### src/rtl/instr_fetch_unit.sv
// Fetch stage: owns the PC, fetches one word at a time over a req/valid handshake,
// presents it with its decoded fields and picks the next PC from the CU's PCSrc.
module instr_fetch_unit #(
    parameter int              XLEN     = 32,
    parameter logic [XLEN-1:0] RESET_PC = '0
) (
    input  logic            clk,
    input  logic            rst_n,
    input  logic            PCSrc,
    input  logic [XLEN-1:0] ImmExt,
    input  logic            stall,
    output logic [XLEN-1:0] imemAddr,
    output logic            imemReq,
    input  logic            imemValid,
    input  logic [XLEN-1:0] imemRdata,
    output logic [XLEN-1:0] instr,
    output logic            instrValid,
    output logic [XLEN-1:0] PC,
    output logic [XLEN-1:0] PCPlus4,
    output logic [6:0]      opcode,
    output logic [2:0]      funct3,
    output logic            funct7,
    output logic            pcMisalign
);

    typedef enum logic [1:0] {
        FETCH = 2'd0,
        HOLD  = 2'd1,
        ERROR = 2'd2
    } state_e;

    localparam logic [XLEN-1:0] FOUR = XLEN'(4);

    state_e          state_q;
    logic [XLEN-1:0] pc_q;
    logic [XLEN-1:0] instr_q;
    logic [XLEN-1:0] target_d;

    // Both candidates wrap modulo 2^XLEN; a misaligned target is trapped, never loaded.
    assign target_d = PCSrc ? (pc_q + ImmExt) : (pc_q + FOUR);

    // NOTE: every state register below uses <= so all of them update from the
    // pre-edge values; a blocking = here would let later lines see half-updated state.
    always_ff @(posedge clk or negedge rst_n) begin
        if (!rst_n) begin
            state_q <= FETCH;
            pc_q    <= RESET_PC;
            instr_q <= '0;
        end else begin
            case (state_q)
                FETCH: begin
                    if (imemValid) begin
                        instr_q <= imemRdata;
                        state_q <= HOLD;
                    end
                end
                HOLD: begin
                    if (!stall) begin
                        if (target_d[1:0] == 2'b00) begin
                            pc_q    <= target_d;
                            state_q <= FETCH;
                        end else begin
                            state_q <= ERROR;
                        end
                    end
                end
                ERROR:   state_q <= ERROR;
                default: state_q <= ERROR;
            endcase
        end
    end

    // Handshake and status outputs decode straight from the state register.
    assign imemReq    = (state_q == FETCH);
    assign instrValid = (state_q == HOLD);
    assign pcMisalign = (state_q == ERROR);

    assign imemAddr = pc_q;
    assign PC       = pc_q;
    assign PCPlus4  = pc_q + FOUR;
    assign instr    = instr_q;
    assign opcode   = instr_q[6:0];
    assign funct3   = instr_q[14:12];
    assign funct7   = instr_q[30];

endmodule

### config.mk
export PLATFORM = sky130hd
export DESIGN_NAME = instr_fetch_unit
export DESIGN_NICKNAME = d
export VERILOG_FILES = /design/src/rtl/instr_fetch_unit.sv
export SDC_FILE = /design/constraint.sdc
export NUM_CORES = 1
export LEC_CHECK = 0
export ABC_AREA = 1
export CAP_MARGIN = 20
export CORE_ASPECT_RATIO = 0.9
export CORE_MARGIN = 4
export CORE_UTILIZATION = 40
export CTS_BUF_LIST = sky130_fd_sc_hd__clkbuf_2
export DETAILED_ROUTE_END_ITERATION = 10
export PLACE_DENSITY = 0.71
export SETUP_SLACK_MARGIN = 0.4
export SLEW_MARGIN = 20
export SYNTH_ARGS = -nofsm -noshare
export SYNTH_HDL_FRONTEND = slang
export SYNTH_SLANG_ARGS = --single-unit
### constraint.sdc
create_clock -name clk -period 5.6 [get_ports clk]
set_input_delay 1.12 -clock clk [delete_from_list [all_inputs] [get_ports clk]]
set_output_delay 1.12 -clock clk [all_outputs]
set_load 0.005 [all_outputs]
==> impl_metrics.ini <==
[run_status]
run_status = finished, final reports clean

[global_route]
grt_pass1_vias = 6111
grt_overflow = 0
grt_max_degree = 67
track_usage_pct = 22.7
grt_pass1_wl_mm = 32.2
antenna_found_initial = 0

[timing]
finClkSkew_ns = 0.0244
worst_slack_ns = 1.65
setup_viol = 0
period_needed_ns = 3.95
hold_violations = 0
rsz0062_at_grt = no
tightest_slew_ns = 0.856
setup_tns_ns = 0
slew_viol_final = 0
min_period_over_period_pct = 70.5
slew_headroom_pct = 42.9
max_freq_mhz = 253

[clock_network]
cts_hold_buf = 0
clk_pin_slew_worst_paths_ns = 0.19
h-tree-depth = 3
cts.repair.resized = 0
cts_root_buf = clkbuf_2
clock_sinks = 66
cts_tree = yes
clock_latency_ns = 0.53
cts_buffers = 9
post-cts-setup-buffer-count = 0
cts_buffer_depth = 2

[route]
drtPass1Iterations = 5
totalWireLength_mm = 20.5
wl_per_cell_um = 15.9
vias = 6461
ant_nets = 0
via_per_inst = 5.01
remaining_drc_errors = 0
first_iter_violations = 417

[final_layout]
final_cell_mix = 291 x nand2_1, 209 x clkdlybuf4s50_1, 128 x inv_1
multiInputGateArea_sq_mm = 0.00363
area_growth_pct = 33.0
n_antenna_cell = 0
layout-drive-gt1-share_pct = 7.97
register_area_sq_mm = 0.00165
fill_cells = 1497
final_common_cell = nand2_1
final_nets = 1189

[logic_synthesis]
syn_inst = 922
ys_seq_area_share_pct = 26.7
yosysTopAreaCell = dfrtp_1
ys_ff_latch = 66
synthArstFlopShare_pct = 100
syn-num-nets = 1024
syn_area_per_cell_sq_um = 6.72
netlist_area_sq_mm = 0.00620
synthFlopType = dfrtp_1
synth_area_leaders = dfrtp_1 27%, nand2_1 18%, inv_1 7.8%
ys_types = 43
synth_edf_count = 0
synth_warnings = 0
netlist.area_leader.share_pct = 26.7

[place]
port_buffers = 210
place_congestion = 0.980
place_ws_ns = 1.71
dpl.hpwl_mm = 16.6

[die]
core_area_sq_mm = 0.0149
die_width_um = 139
start_util_pct = 41.5
die-area_sq_mm = 0.0176
die_h_um = 126
num_rows = 42
io_pins = 211

[critical_path]
crit_path_max_fanout = 7
crit_family = buffers and inverters
startpoint_type = flip-flop
worstPathRequired_ns = 4.48
crit_arrival_ns = 2.83
crit_slowest_cell = dfrtp_1
critical-path-max-stage-delay_ns = 0.57
crit_chain = ha_1 -> nand3_1 -> inv_1 -> nand2_2 -> inv_2 -> nand3b_1 -> nand2_1 -> clkdlybuf4s50_1
path_buf_inv = 3
endpoint_kind = output pin
critical_path_class = flip-flop to output pin

[power]
power_density_mw_per_mm2 = 108
leakagePower_nw = 4.27
vdd_drop_max_v = 0.0000719

[worst_hold_path]
hold_path.class = flip-flop to flip-flop

[job]
drv_cap = 0
-- cells in the mapped netlist (all sizes together), types with 7 or more instances --
cell type  instances
mux2              32
nand2            297
inv              134
xor2              24
dfrtp             66
buf               55
o22ai              7
nor2              76
ha                32
nor3              17
nand4              8
nand3             65
a21oi             32
nand3b            11
o21bai             7
o21ai             35
-- final timing paths --
| kind | start | depth (start not counted) | slack, ns | endpoint |
|---|---|---|---|---|
| worst max-delay path | PC[2]$_DFFE_PN0P_ | 8 | 1.65 | PCPlus4[26] |
| worst min-delay path | instr[29]$_DFFE_PN0P_ | 1 | 0.53 | instr[29]$_DFFE_PN0P_ |
| worst max register to register | PC[0]$_DFFE_PN0P_ | 8 | 2.85 | PC[10]$_DFFE_PN0P_ |
| worst min register to register | instr[29]$_DFFE_PN0P_ | 1 | 0.53 | instr[29]$_DFFE_PN0P_ |
| max in group asynchronous | rst_n | 2 | 4.28 | PC[17]$_DFFE_PN0P_ |
| min in group asynchronous | rst_n | 2 | 0.75 | PC[28]$_DFFE_PN0P_ |
-- power by group --
group          internal [mW]  total [mW]  switching [mW]
registers              0.477       0.477               0
clock network         0.0560       0.238           0.182
logic                 0.0796       0.179          0.0994
total                  0.613       0.894           0.281
-- metrics by stage --
stage	std cells	power [mW]	util, %	hold WS, ns	instance area (sq um)
CTS	1290	0.904	55.2	0.530	8240
global placement	1274	0.662	54.7	0.487	8160
finish	1290	0.894	55.2	0.526	8240
floorplan	922	0.576	-	0.474	6200
global route	1290	0.947	55.2	0.551	8240
detailed placement	1274	0.663	54.7	0.492	8160
-- worst reg2reg max path: stages (launching register included) --
cell and delay, ns:
dfrtp_1 0.48, ha_1 0.23, fa_1 0.47, o31ai_2 0.27, nand3_1 0.10, buf_4 0.23
inv_2 0.53, o21ai_0 0.19, o22ai_1 0.17
-- cells by family (layout without fill, tap and decap cells) --
family / after synthesis / after routing / share of synthesized area [%]
simple gates: 484 / 484 / 34.4
mux: 32 / 32 / 5.81
xor+xnor: 26 / 26 / 3.67
flops: 66 / 66 / 26.7
fa+ha+maj: 33 / 33 / 6.78
compound gates: 87 / 87 / 7.83
buf+inv: 194 / 364 / 14.8
-- flip-flops by register name (all words and copies together), names as in the netlist --
| register | count |
|---|---|
| state_q | 2 |
| PC | 32 |
| instr | 32 |
-- layer usage --
metal	share of wire, %	up-vias	track usage [%]	routed length (um)
met5	0	-	0	0
met4	1.8	0	5.58	370
met3	7.4	25	4.25	1510
met2	45	247	36.4	9250
met1	46	2958	31.7	9360
li1	-	3231	-	-
-- cell type report --
| class | instances | share of cell area, % |
|---|---|---|
| clock buffers | 10 | 0.607 |
| multi-input cells | 662 | 44.0 |
| repair buffers | 214 | 25.8 |
| flip-flops and latches | 66 | 20.0 |
| clock inverters | 6 | 0.410 |
| well taps | 198 | 3.01 |
| inverters | 134 | 6.10 |
Note: power is estimated with default switching activity, not from simulation.
